==> config.mk <==
export PLATFORM = sky130hd
export DESIGN_NAME = seq_match_logger
export DESIGN_NICKNAME = d
export VERILOG_FILES = /design/src/rtl/seq_det_pkg.sv /design/src/rtl/match_idx_fifo.sv /design/src/rtl/seq_match_logger.sv
export SDC_FILE = /design/constraint.sdc
export NUM_CORES = 1
export LEC_CHECK = 0
export CELL_PAD_IN_SITES_DETAIL_PLACEMENT = 1
export CELL_PAD_IN_SITES_GLOBAL_PLACEMENT = 1
export CORE_MARGIN = 2
export CORE_UTILIZATION = 45
export CTS_BUF_LIST = sky130_fd_sc_hd__clkbuf_2 sky130_fd_sc_hd__clkbuf_4 sky130_fd_sc_hd__clkbuf_8
export CTS_CLUSTER_SIZE = 8
export DETAILED_ROUTE_END_ITERATION = 8
export PLACE_DENSITY_LB_ADDON = 0.3
export SYNTH_ARGS = -nofsm -noshare
export SYNTH_HDL_FRONTEND = slang
export SYNTH_SLANG_ARGS = --single-unit
export TNS_END_PERCENT = 1
==> constraint.sdc <==
create_clock -name clk -period 4.3 [get_ports clk]
set_clock_uncertainty 0.2 [all_clocks]
set_input_delay 0.86 -clock clk [delete_from_list [all_inputs] [get_ports clk]]
set_output_delay 0.86 -clock clk [all_outputs]
set_load 0.05 [all_outputs]
==> src/rtl/seq_det_pkg.sv <==
// Shared constants and helpers for the sequence-detector logging path.
package seq_det_pkg;

  localparam int IDX_W_DEF = 8;
  localparam int DEPTH_DEF = 4;
  localparam int CNT_W_DEF = 8;

  // Occupancy counter must represent 0..DEPTH inclusive.
  function automatic int cnt_w(input int depth);
    return $clog2(depth) + 1;
  endfunction

endpackage

==> src/rtl/match_idx_fifo.sv <==
// First-word-fall-through FIFO holding bit indices of detected matches.
// A push on a full FIFO is accepted only when a pop frees the head on the same edge.
module match_idx_fifo
  import seq_det_pkg::*;
#(
  parameter int DEPTH = DEPTH_DEF,
  parameter int W     = IDX_W_DEF
) (
  input  logic                      clk,
  input  logic                      rst,
  input  logic                      clr_i,
  input  logic                      push_i,
  input  logic [W-1:0]              push_data_i,
  input  logic                      pop_i,
  output logic                      full_o,
  output logic                      empty_o,
  output logic [cnt_w(DEPTH)-1:0]   count_o,
  output logic [W-1:0]              head_o
);

  localparam int AW = $clog2(DEPTH);
  localparam int CW = cnt_w(DEPTH);

  logic [W-1:0]  mem_q [DEPTH];
  logic [AW-1:0] wr_ptr_q;
  logic [AW-1:0] rd_ptr_q;
  logic [CW-1:0] cnt_q;
  logic          do_push;
  logic          do_pop;

  assign full_o  = (cnt_q == CW'(DEPTH));
  assign empty_o = (cnt_q == '0);
  assign do_pop  = pop_i && !empty_o;
  // When full, the write slot equals the head slot being popped this edge.
  assign do_push = push_i && (!full_o || do_pop);

  always_ff @(posedge clk or negedge rst) begin
    if (!rst) begin
      for (int i = 0; i < DEPTH; i++) mem_q[i] <= '0;
      wr_ptr_q <= '0;
      rd_ptr_q <= '0;
      cnt_q    <= '0;
    end else if (clr_i) begin
      for (int i = 0; i < DEPTH; i++) mem_q[i] <= '0;
      wr_ptr_q <= '0;
      rd_ptr_q <= '0;
      cnt_q    <= '0;
    end else begin
      if (do_push) begin
        mem_q[wr_ptr_q] <= push_data_i;
        wr_ptr_q        <= wr_ptr_q + 1'b1;
      end
      if (do_pop) rd_ptr_q <= rd_ptr_q + 1'b1;
      cnt_q <= cnt_q + CW'(do_push) - CW'(do_pop);
    end
  end

  assign count_o = cnt_q;
  assign head_o  = mem_q[rd_ptr_q];

endmodule

==> src/rtl/seq_match_logger.sv <==
// Logs the stream bit index of each detector match into a FWFT FIFO,
// with a saturating match total and a sticky overflow flag.
module seq_match_logger
  import seq_det_pkg::*;
#(
  parameter int IDX_W = IDX_W_DEF,
  parameter int DEPTH = DEPTH_DEF,
  parameter int CNT_W = CNT_W_DEF
) (
  input  logic                     clk,
  input  logic                     rst,
  input  logic                     clr,
  input  logic                     bit_vld,
  input  logic                     match,
  input  logic                     rd_rdy,
  output logic                     rd_vld,
  output logic [IDX_W-1:0]         rd_data,
  output logic [cnt_w(DEPTH)-1:0]  fifo_cnt,
  output logic [CNT_W-1:0]         match_cnt,
  output logic                     ovf
);

  logic [IDX_W-1:0] idx_q, idx_d;
  logic [CNT_W-1:0] match_cnt_q, match_cnt_d;
  logic             ovf_q, ovf_d;
  logic             evt;
  logic             pop;
  logic             full;
  logic             empty;

  assign evt    = match && bit_vld;
  assign rd_vld = !empty;
  assign pop    = rd_vld && rd_rdy;

  match_idx_fifo #(
    .DEPTH (DEPTH),
    .W     (IDX_W)
  ) u_fifo (
    .clk         (clk),
    .rst         (rst),
    .clr_i       (clr),
    .push_i      (evt),
    .push_data_i (idx_q),
    .pop_i       (pop),
    .full_o      (full),
    .empty_o     (empty),
    .count_o     (fifo_cnt),
    .head_o      (rd_data)
  );

  always_comb begin
    idx_d       = idx_q;
    match_cnt_d = match_cnt_q;
    ovf_d       = ovf_q;
    if (bit_vld) idx_d = idx_q + 1'b1;
    if (evt && (match_cnt_q != '1)) match_cnt_d = match_cnt_q + 1'b1;
    // Dropped only when full and the reader does not free a slot this edge.
    if (evt && full && !pop) ovf_d = 1'b1;
  end

  always_ff @(posedge clk or negedge rst) begin
    if (!rst) begin
      idx_q       <= '0;
      match_cnt_q <= '0;
      ovf_q       <= 1'b0;
    end else if (clr) begin
      idx_q       <= '0;
      match_cnt_q <= '0;
      ovf_q       <= 1'b0;
    end else begin
      idx_q       <= idx_d;
      match_cnt_q <= match_cnt_d;
      ovf_q       <= ovf_d;
    end
  end

  assign match_cnt = match_cnt_q;
  assign ovf       = ovf_q;

endmodule

==> out/metrics.yaml <==
yosys:
  ys_async_sr_fraction_pct: 100
  yosys_warnings: 0
  synth-compound-area-share_pct: 4.74
  synth_xor_area_share_pct: 2.37
  synth.mux.area_fraction_pct: 18.7
  syn_area_sq_um: 2960
  synth_ff_type: "dfrtp_1"
  ys_seq_area_share_pct: 47.4
  yosysUniqueCellTypes: 42
  avgSynthCellArea_sq_um: 11.5
  synth_seq_cells: 56
  synthSimpleGateAreaFrac_pct: 19.1
  synth_top_family_by_area: "simple AND/OR/NAND/NOR gates"
  synth_fa_ha_area_share_pct: 4.06
  synth_nets: 271
  syn_inst: 256
  synth_edf_count: 0
timing:
  max_slew_margin_pct: 34.5
  worstMarginPinSlew_ns: 0.982
  whs_ns: 0.304
  hold_viol: 0
  setup_slack_ns: 0.834
  fmax_mhz: 288
  post-route-period-util_pct: 80.6
  tns_ns: 0
  grt_setup_unrepaired: "false"
  final-setup-viol-count: 0
  slew_viol_final: 0
  fin_crit_ns: 3.47
critical_path:
  timing.critical_path.buf_inv: 1
  ff2ff_path_depth: 8
  start_kind: "flop"
  crit_family: "flip-flops"
  end_kind: "primary output"
  arrival_ns: 2.41
  critical_path_class: "reg -> out"
  crit_chain: "mux4_2, clkdlybuf4s50_1"
  cp_slowest_cell: "dfrtp_1"
  worst_ep_required_time_ns: 3.24
  path_depth: 2
  worst-path-max-fanout: 10
  cp_slowest_stage_delay_ns: 0.79
drt:
  drtIter0Drc: 100
  drt-vias-per-instance: 5.62
  drc_errors: 0
  wl_per_cell_um: 18.0
  routed_wl_mm: 6.39
  postRouteAntennaNets: 0
  via_count: 1991
  firstDrtPassIters: 4
layout:
  finalInstanceArea_sq_um: 3330
  area_growth_pct: 12.7
  final_common_cell: "dfrtp_1"
  stdcell_count: 354
  finalNetCount: 291
  layout_common_cells: "dfrtp_1 (56), nand2b_1 (43), mux2i_1 (35)"
  diodes: 0
  drive_above_1_share_pct: 10.1
worst_hold_path:
  min_path_type: "reg -> reg"
  whs_path_depth: 2
global_route:
  grt_max_degree: 69
  overflow: 0
  use_met3_pct: 2.63
  grt_pass1_wl_mm: 10.7
  use_met2_pct: 31.5
  grt_antenna_before_repair: 0
  first_global_vias: 2072
  grt.busiest_layer: "met2"
  grt_usage_pct: 19.1
  met1_usage_pct: 25.9
placement:
  placed_cell_area_sq_um: 3230
  dp.cells: 346
  pre_cts_slack_ns: 1.13
  hpwl_mm: 4.39
  portBuffers: 26
  gp_congestion: 0.763
clocking:
  htreeDepth: 2
  numCtsBuffers: 5
  cts_tree: "built"
  post-cts-setup-buffers: 0
  cts_sinks: 56
  clock_latency_ns: 0.31
  clockBufferDepth: 2
  ctsHoldBuffers: 0
  cts_resized: 0
  path_clk_slew_ns: 0.09
  cts-root-buf: "clkbuf_8"
floorplanning:
  start_util_pct: 46.5
  placementRows: 29
  die_area_sq_um: 7230
  chipHeight_um: 85.0
  core_area_sq_um: 6350
  pin_count: 27
  die_x_um: 85.0
power_and_ir_drop:
  p_leak_nw: 1.50
  power_density_nw_per_um2: 362
  ir_drop_mv: 0.374
run:
  drv_cap: 0
status:
  run_status: "completed"
cell type report:
type,instances,area [sq um]
fill,686,3020
multi-input combinational,178,1450
sequential,56,1400
timing repair buffer,27,258
tap,77,96.3
clock buffer,7,90.1
inverter,8,30.0
clock inverter,1,7.51
cell usage after synthesis, types with 2 or more instances:
library cell,n,area (sq um)
nand4_1,4,25.0
mux4_2,8,180
nor2_1,16,60.1
buf_2,2,10.0
a211oi_1,2,15.0
nor3_1,3,15.0
xor2_1,5,43.8
or3_1,2,12.5
inv_1,8,30.0
mux2_2,2,22.5
buf_6,3,33.8
clkbuf_1,8,30.0
nor4b_1,2,17.5
o21bai_1,2,15.0
a21oi_1,8,40.0
nand2_1,3,11.3
and4_1,2,17.5
and3_1,2,12.5
o21ai_0,4,20.0
mux2i_1,35,350
dfrtp_1,56,1400
ha_1,8,100
nand3_2,3,30.0
nand3_1,5,25.0
nand2b_1,43,269
nor4_1,2,12.5
xnor2_1,3,26.3
kinds of logic (layout without fill, tap and decap cells):
| kind of cell | count (synthesis) | count (layout) |
|---|---|---|
| simple gates | 94 | 94 |
| compound gates | 22 | 22 |
| fa+ha+maj | 9 | 9 |
| mux | 45 | 45 |
| buf+inv | 22 | 43 |
| xor+xnor | 8 | 8 |
| flops | 56 | 56 |
stage by stage:
step           utilization [%]  total power [mW]
2_1_floorplan                -             0.823
5_1_grt                   52.4              1.27
3_5_place_dp              50.9             0.914
3_3_place_gp              50.9             0.907
4_1_cts                   52.4              1.22
6_report                  52.4              1.21
worst reg2reg max path, stage by stage (launching register included):
cell and delay (ns):
dfrtp_1 0.48, o31a_2 0.38, ha_1 0.27, inv_1 0.05
ha_1 0.13, inv_1 0.04, fa_1 0.37, xnor2_1 0.17
nor2_1 0.05
sequential cells by signal (all words and copies together) (netlist names):
name             flops
u_fifo.rd_ptr_q      2
u_fifo.mem_q        32
u_fifo.wr_ptr_q      2
ovf                  1
idx_q                8
u_fifo.count_o       3
match_cnt            8
final timing paths:
path / startpoint / endpoint / slack, ns
min: ovf / ovf / 0.30
max reg2reg: u_fifo.count_o[1] / u_fifo.count_o[2] / 2.00
min in group asynchronous: rst / match_cnt[3] / 0.38
min reg2reg: ovf / ovf / 0.30
max in group asynchronous: rst / match_cnt[2] / 2.70
max: u_fifo.rd_ptr_q[0] / rd_data[4] / 0.83
layer usage:
layer	routed length, um	vias up
met2	3100	27
met1	3040	1020
met3	153	9
met4	93	0
met5	0	-
li1	-	935
report_power, final:
group | internal [mW] | switching, mW | total (mW)
combinational | 0.125 | 0.164 | 0.289
sequential | 0.548 | 0.0603 | 0.609
clock | 0.138 | 0.170 | 0.308
total | 0.811 | 0.395 | 1.21
No activity file was read; power rests on OpenSTA's default activity.
